$ cat src/rtl/i2c_pkg.sv
// i2c_pkg: shared definitions for the two-requester I2C arbiter.
//   state_e          FSM state encoding (IDLE/GRANT/START/WAIT/COMPLETE)
//   REQ_0, REQ_1     requester index constants
//   TIMEOUT_DEFAULT  default WAIT-cycle budget before a transaction is aborted
package i2c_pkg;

  typedef enum logic [2:0] {
    ST_IDLE     = 3'd0,
    ST_GRANT    = 3'd1,
    ST_START    = 3'd2,
    ST_WAIT     = 3'd3,
    ST_COMPLETE = 3'd4
  } state_e;

  localparam logic REQ_0 = 1'b0;
  localparam logic REQ_1 = 1'b1;

  localparam logic [15:0] TIMEOUT_DEFAULT = 16'd1000;

endpackage

$ cat src/rtl/i2c_timer.sv
// i2c_timer: 16-bit saturating cycle counter for the WAIT timeout.
// Ports:
//   clk      in   clock, rising edge
//   rst      in   synchronous active-low reset (count -> 0)
//   clr      in   clear count to 0 (wins over en)
//   en       in   count one cycle, saturating at TIMEOUT-1
//   expired  out  high while the count equals TIMEOUT-1
module i2c_timer
  import i2c_pkg::*;
#(
  parameter logic [15:0] TIMEOUT = TIMEOUT_DEFAULT
) (
  input  logic clk,
  input  logic rst,
  input  logic clr,
  input  logic en,
  output logic expired
);

  localparam logic [15:0] LIMIT = TIMEOUT - 16'd1;

  logic [15:0] count_q;
  logic [15:0] count_d;

  always_comb begin
    count_d = count_q;
    if (clr) begin
      count_d = 16'd0;
    end else if (en && (count_q != LIMIT)) begin
      count_d = count_q + 16'd1;
    end
  end

  always_ff @(posedge clk) begin
    if (!rst) begin
      count_q <= 16'd0;
    end else begin
      count_q <= count_d;
    end
  end

  assign expired = (count_q == LIMIT);

endmodule

$ cat src/rtl/i2c_arbiter.sv
// i2c_arbiter: round-robin arbiter sharing one I2C master between two
// requesters. A winning request is captured in IDLE, granted for one cycle,
// started on the master, then waited on until m_done or timeout.
// Ports:
//   clk, rst               clock / synchronous active-low reset
//   req0/1, addr0/1, data0/1  requester request, 7-bit address, write byte
//   gnt0/1                 one-cycle grant pulse (addr/data captured)
//   done0/1, err0/1        one-cycle completion pulse and its error flag
//   m_start, m_addr, m_data  start pulse and held address/byte to master
//   m_done, m_nack         master completion pulse and NACK flag
module i2c_arbiter
  import i2c_pkg::*;
#(
  parameter logic [15:0] TIMEOUT = TIMEOUT_DEFAULT
) (
  input  logic       clk,
  input  logic       rst,
  input  logic       req0,
  input  logic       req1,
  input  logic [6:0] addr0,
  input  logic [6:0] addr1,
  input  logic [7:0] data0,
  input  logic [7:0] data1,
  output logic       gnt0,
  output logic       gnt1,
  output logic       done0,
  output logic       done1,
  output logic       err0,
  output logic       err1,
  output logic       m_start,
  output logic [6:0] m_addr,
  output logic [7:0] m_data,
  input  logic       m_done,
  input  logic       m_nack
);

  state_e     state_q, state_d;
  logic       winner_q, winner_d;
  logic       last_grant_q, last_grant_d;
  logic       err_q, err_d;
  logic [6:0] addr_q, addr_d;
  logic [7:0] data_q, data_d;

  logic       expired;
  logic       in_grant;
  logic       in_complete;
  logic [1:0] gnt_vec;
  logic [1:0] done_vec;
  logic [1:0] err_vec;

  // Counter is cleared in START so the first WAIT cycle sees count 0.
  i2c_timer #(.TIMEOUT(TIMEOUT)) u_timer (
    .clk     (clk),
    .rst     (rst),
    .clr     (state_q == ST_START),
    .en      (state_q == ST_WAIT),
    .expired (expired)
  );

  // State register, plus the datapath registers that travel with it.
  always_ff @(posedge clk) begin
    if (!rst) begin
      state_q      <= ST_IDLE;
      winner_q     <= REQ_0;
      last_grant_q <= REQ_1;
      err_q        <= 1'b0;
      addr_q       <= 7'd0;
      data_q       <= 8'd0;
    end else begin
      state_q      <= state_d;
      winner_q     <= winner_d;
      last_grant_q <= last_grant_d;
      err_q        <= err_d;
      addr_q       <= addr_d;
      data_q       <= data_d;
    end
  end

  // Next-state logic. m_done/m_nack are only looked at in WAIT.
  always_comb begin
    state_d = state_q;
    case (state_q)
      ST_IDLE:     if (req0 || req1) state_d = ST_GRANT;
      ST_GRANT:    state_d = ST_START;
      ST_START:    state_d = ST_WAIT;
      ST_WAIT:     if (m_done || expired) state_d = ST_COMPLETE;
      ST_COMPLETE: state_d = ST_IDLE;
      default:     state_d = ST_IDLE;
    endcase
  end

  // Arbitration, capture and error latch.
  always_comb begin
    winner_d     = winner_q;
    last_grant_d = last_grant_q;
    err_d        = err_q;
    addr_d       = addr_q;
    data_d       = data_q;
    case (state_q)
      ST_IDLE: begin
        if (req0 || req1) begin
          // Contention goes to whoever was not served last; a lone
          // request wins outright.
          if (req0 && req1) winner_d = ~last_grant_q;
          else              winner_d = req1 ? REQ_1 : REQ_0;
          addr_d = (winner_d == REQ_1) ? addr1 : addr0;
          data_d = (winner_d == REQ_1) ? data1 : data0;
          err_d  = 1'b0;
        end
      end
      ST_GRANT: last_grant_d = winner_q;
      ST_WAIT: begin
        // A completion in the expiry cycle reports the slave's answer.
        if (m_done)       err_d = m_nack;
        else if (expired) err_d = 1'b1;
      end
      default: ;
    endcase
  end

  // Output decode: pulses come straight from the state, so at most one
  // gnt/done/m_start can be high at a time.
  always_comb begin
    in_grant    = (state_q == ST_GRANT);
    in_complete = (state_q == ST_COMPLETE);
    m_start     = (state_q == ST_START);
    m_addr      = addr_q;
    m_data      = data_q;
  end

  generate
    for (genvar gi = 0; gi < 2; gi++) begin : g_req
      assign gnt_vec[gi]  = in_grant && (winner_q == 1'(gi));
      assign done_vec[gi] = in_complete && (winner_q == 1'(gi));
      assign err_vec[gi]  = done_vec[gi] && err_q;
    end
  endgenerate

  assign gnt0  = gnt_vec[0];
  assign gnt1  = gnt_vec[1];
  assign done0 = done_vec[0];
  assign done1 = done_vec[1];
  assign err0  = err_vec[0];
  assign err1  = err_vec[1];

endmodule

$ cat config.mk
export PLATFORM = sky130hd
export DESIGN_NAME = i2c_arbiter
export DESIGN_NICKNAME = d
export VERILOG_FILES = /design/src/rtl/i2c_pkg.sv /design/src/rtl/i2c_timer.sv /design/src/rtl/i2c_arbiter.sv
export SDC_FILE = /design/constraint.sdc
export NUM_CORES = 1
export LEC_CHECK = 0
export CAP_MARGIN = 10
export CORE_ASPECT_RATIO = 1.75
export CORE_UTILIZATION = 50
export CTS_CLUSTER_DIAMETER = 40
export DETAILED_ROUTE_END_ITERATION = 7
export GPL_ROUTABILITY_DRIVEN = 0
export GPL_TIMING_DRIVEN = 0
export PLACE_DENSITY = 0.85
export SYNTH_ARGS = -nofsm -noshare
export SYNTH_HDL_FRONTEND = slang
export SYNTH_HIERARCHICAL = 1
export SYNTH_SLANG_ARGS = --single-unit
$ cat constraint.sdc
create_clock -name clk -period 4.6 [get_ports clk]
set_input_delay 0.92 -clock clk [delete_from_list [all_inputs] [get_ports clk]]
set_output_delay 0.92 -clock clk [all_outputs]
set_load 0.02 [all_outputs]
# ---- After elaboration in Yosys (flattened, before gate mapping)
# Index checks and enable logic that the tools add are counted.
dict set report op_classes {
  n_mux 13
  eq_ne 9
  reduce_logical 16
  n_bitwise 3
  add_sub_neg 1
}
# operator n
set op_table {}
lappend op_table {{16-bit by 1-bit adder with 16-bit output, second input constant} 1}
lappend op_table {{16-bit by 10-bit == test with 1-bit output, second input constant} 1}
lappend op_table {{16-bit by 10-bit inequality test with 1-bit output, second input constant} 1}
lappend op_table {{3-bit case mux with 4 select lines} 1}
lappend op_table {{1-bit logical AND} 8}
lappend op_table {{8-bit two-way mux} 1}
lappend op_table {{1-bit two-way mux} 7}
lappend op_table {{7-bit two-way mux} 1}
lappend op_table {{3-bit by 2-bit == test with 1-bit output, second input constant} 2}
lappend op_table {{3-bit two-way mux} 2}
lappend op_table {{2-bit inequality test, second input constant} 2}
lappend op_table {{2-bit AND reduction} 2}
lappend op_table {{3-bit by 1-bit == test with 1-bit output, second input constant} 1}
lappend op_table {{3-bit == test, second input constant} 1}
lappend op_table {{3-bit zero test} 1}
lappend op_table {{3-bit inequality test, second input constant} 1}
lappend op_table {{1-bit NOT} 3}
lappend op_table {{3-bit AND reduction} 1}
lappend op_table {{1-bit logical OR} 2}
lappend op_table {{1-bit case mux with 2 select lines} 1}
lappend op_table {{2-bit nonzero test} 1}
lappend op_table {{2-bit OR reduction} 1}
dict set report totals {
  reg_bits 37
  input_bits 36
  out_inout_bits 22
}

# ---- Logic depth before layout (Yosys ltp)
dict set report logic_depth {
  depth_word 5
  depth_mapped 7
}

# ---- Hierarchy
# Netlist, hierarchy kept.
# mod cells_each n_inst area_per_inst_um2 seq_area_each_um2
set modules_own_cells {}
lappend modules_own_cells {i2c_arbiter 112 1 1021.0 420.4}
lappend modules_own_cells {i2c_timer 102 1 870.8 320.3}

# ---- Worst setup path after synthesis
# OpenSTA, ideal clock, no wires.
dict set report synth_path {
  path_type {register to output}
  from {register state_q[0]}
  to {output port gnt0}
  t_arrival_ns 1.238
  required_ns 3.680
  stages_incl_launch_ff 3
  setup_slack_ns 2.442
  path_cell_list {dfxtp_1 or3b_2 nor2_1}
}
dict set report synth_between {
  elab_chain_cells 2
}
# item line
set synth_rtl {}
lappend synth_rtl {{start, declared} i2c_arbiter.sv:37} ;# state_e state_q, state_d;
lappend synth_rtl {{start signal, assigned} i2c_arbiter.sv:70} ;# state_q <= state_d;
lappend synth_rtl {{3-bit by 1-bit == test with 1-bit output} i2c_arbiter.sv:124} ;# in_grant = (state_q == ST_GRANT);
lappend synth_rtl {{1-bit logical AND} i2c_arbiter.sv:133} ;# assign gnt_vec[gi] = in_grant && (winner_q == 1'(gi));
lappend synth_rtl {{end, declared} i2c_arbiter.sv:24} ;# output logic gnt0,
# Every way passes these cells.

# ---- Worst setup path in the final report
dict set report layout_path {
  from {register state_q[0]}
  to {output port gnt1}
}
dict set report layout_between {
  elab_chain_cells 2
}
# item line
set layout_rtl {}
lappend layout_rtl {{3-bit by 1-bit == test with 1-bit output} i2c_arbiter.sv:124}
lappend layout_rtl {{1-bit logical AND} i2c_arbiter.sv:133}
lappend layout_rtl {{end, declared} i2c_arbiter.sv:25} ;# output logic gnt1,
# Every way passes these cells.

==> results.ini <==
[worst_setup_path]
crit_path_max_incr_delay_ps = 620
r2r_start = u_timer/count_q[3]
crit_fanout = 8
crit_path_cell_trace = or3b_2 > nor2_2 > clkdlybuf4s50_1
start_kind = register
crit_family = simple AND/OR/NAND/NOR gates
worstSetupPathType = reg2out
r2r-end = err_q
crit_slowest_cell = clkdlybuf4s50_1
crit_buf_inv = 1
r2r_setup_slack_ps = 2650
end_kind = output port
worstPathRequired_ps = 3680
worstRegToRegCells = 5
worstSetupStartpoint = state_q[0]
cp.arrival_ps = 2030

[global_route]
grtUsageTotal_pct = 26.2
overflow = 0
grt_pass1_vias = 1921
grt_max_degree = 11
grt_first_pass_wirelength_microns = 8220
antenna_found_initial = 0

[placement]
portBuffers = 57
place_area_sq_um = 2520
dp_hpwl_microns = 3680

[synthesis]
synth_top_family_by_area = simple AND/OR/NAND/NOR gates
async_flop_share_pct = 0
yosys.cell_types.count = 50
synth_edf_count = 0
mappedNetlistNets = 251
synth_fa_ha_area_share_pct = 0.661
netlist_area_sq_um = 1890
synth-seq-area-share_pct = 39.2
ys.flop_type = dfxtp_1
synth_compound_area_share_pct = 22.9
ys_seq_elements = 37
synthCells = 214
synthDominantCellAreaShare_pct = 39.2
syn-mean-instance-area_sq_um = 8.84
synth_mux_area_share_pct = 0
synth-xor-area-share_pct = 2.31
synth-simple-area-share_pct = 28.4
synth_area_leaders = dfxtp_1 39%, o221a_1 5.4%, nand2_1 4.8%, o21ai_0 3.7%, o221a_2 3.6%
yosysWarnings = 6
netlist.top_cell.by_area = dfxtp_1

[run_status]
outcome = finished, final reports clean

[final_layout]
diodes = 0
layout_common_cells = 57 x clkdlybuf4s50_1, 37 x dfxtp_1, 24 x nand2_1
final_area_sq_um = 2590
nets = 315
syn_to_final_growth_pct = 37.1
final_common_cell = clkdlybuf4s50_1
drive_gt1_share_pct = 13.4

[sta]
whs_ps = 504
hold_viol = 0
setup_viol = 0
setup_tns_ps = 0
slew_headroom_pct = 65.1
max_slew.worst_pin.slew_ps = 523
rsz0062_at_grt = no
report.final.slew_viol_count = 0
max_freq_mhz = 339
fin_crit_sh_pct = 64.1
finalCriticalPeriod_ps = 2950
skew_ps = 8.85

[power]
vdd_ir_drop_max_mv = 0.294
power_leakage_nw = 0.960
p_per_area_nw_per_um2 = 303

[floorplan]
die_area_sq_um = 4040
start_util_pct = 52.1
coreArea_sq_um = 3630
die_h_microns = 83.4
die_w_microns = 48.5
fp-row-count = 29
ios = 58

[cts]
cts_num_sinks = 37
ctsHoldBuffers = 0
clock_latency_ps = 290
clock-root-buffer = clkbuf_8
post_cts_buffers = 0
post_cts_resized = 0
cts_max_level = 2
cts_buffers = 5
cts_tree = built
clockBufferDepth = 2
clkTransAtPathRegs_ps = 70

[min_path]
hold_end = u_timer/count_q[9]
worstHoldStart = u_timer/count_q[9]
hold_class = reg2reg
holdPathStages = 2

[detailed_routing]
vias_per_cell = 5.68
post_drt_wl_per_cell_microns = 14.8
antenna_left = 0
totalWireLength_microns = 4770
via_count = 1836
drtPass1Iterations = 4
drc = 0
drtIter0Drc = 40

[job]
maxCapViolCount = 0

per-layer routing:
layer	global-route usage, %	routed length (microns)	vias up
li1	-	-	922
met3	6.41	238	11
met4	13.6	129	0
met1	24.3	1700	850
met5	0	0	-
met2	50.4	2690	53
synthesized netlist by cell type, types with 3 or more instances:
library cell,n
nand4_1,5
and4_1,3
buf_2,3
clkbuf_1,3
xor2_1,4
nand2_1,24
or3_1,8
o21ai_1,11
nor3b_1,3
o221a_1,9
nand2b_1,3
a21oi_1,10
inv_1,5
buf_6,5
dfxtp_1,37
o21ai_0,14
buf_4,3
o221a_2,6
nor2_1,14
nand3_1,5
worst register-to-register path, delay by kind of cell (launching register included):
family             cells  cell delay, ps
AOI/OAI and AO/OA      3             650
DFF                    1             370
and+or+nand+nor        2             890
power by group:
part           switching [mW]  internal [mW]
clock                   0.111         0.0996
combinational           0.102          0.111
sequential             0.0159          0.347
total                   0.228          0.557
state kept, by name, summed over array words and instances (netlist names):
register	cells
u_timer/count_q	16
m_data	8
m_addr	7
state_q	3
err_q	1
last_grant_q	1
winner_q	1
metrics by stage:
stage               power [mW]  worst slack (ps)  util (%)  std cells
floorplan                0.481              2440         -        214
global route             0.825              1550      71.5        323
detailed placement       0.582              1980      69.4        317
global placement         0.578              1970      69.4        317
CTS                      0.791              1650      71.5        323
finish                   0.786              1650      71.5        323
final cells by class:
class,count,area (sq um)
Multi-Input combinational cell,158,1030
Fill cell,296,1030
Inverter,5,18.8
Clock buffer,5,68.8
Sequential cell,37,741
Timing Repair Buffer,57,571
Tap cell,46,57.6
Clock inverter,1,5.00
Buffer,14,105
how the worst max path moves through the flow:
stage | endpoint | slack (ps) | cells after the start
floorplan | gnt0 | 2440 | 2
global placement | gnt0 | 1970 | 3
detailed placement | gnt1 | 1980 | 3
CTS | gnt1 | 1650 | 3
global route | gnt1 | 1550 | 3
finish | gnt1 | 1650 | 3
logic make-up (layout without fill, tap and decap cells):
kind of cell	Yosys count	count (layout)
buffers and inverters	19	82
DFF	37	37
adders and majority gates	1	1
and+or+nand+nor	91	91
xor gates and xnor gates	5	5
AOI/OAI and AO/OA	61	61
No activity file was read; power rests on OpenSTA's default activity.
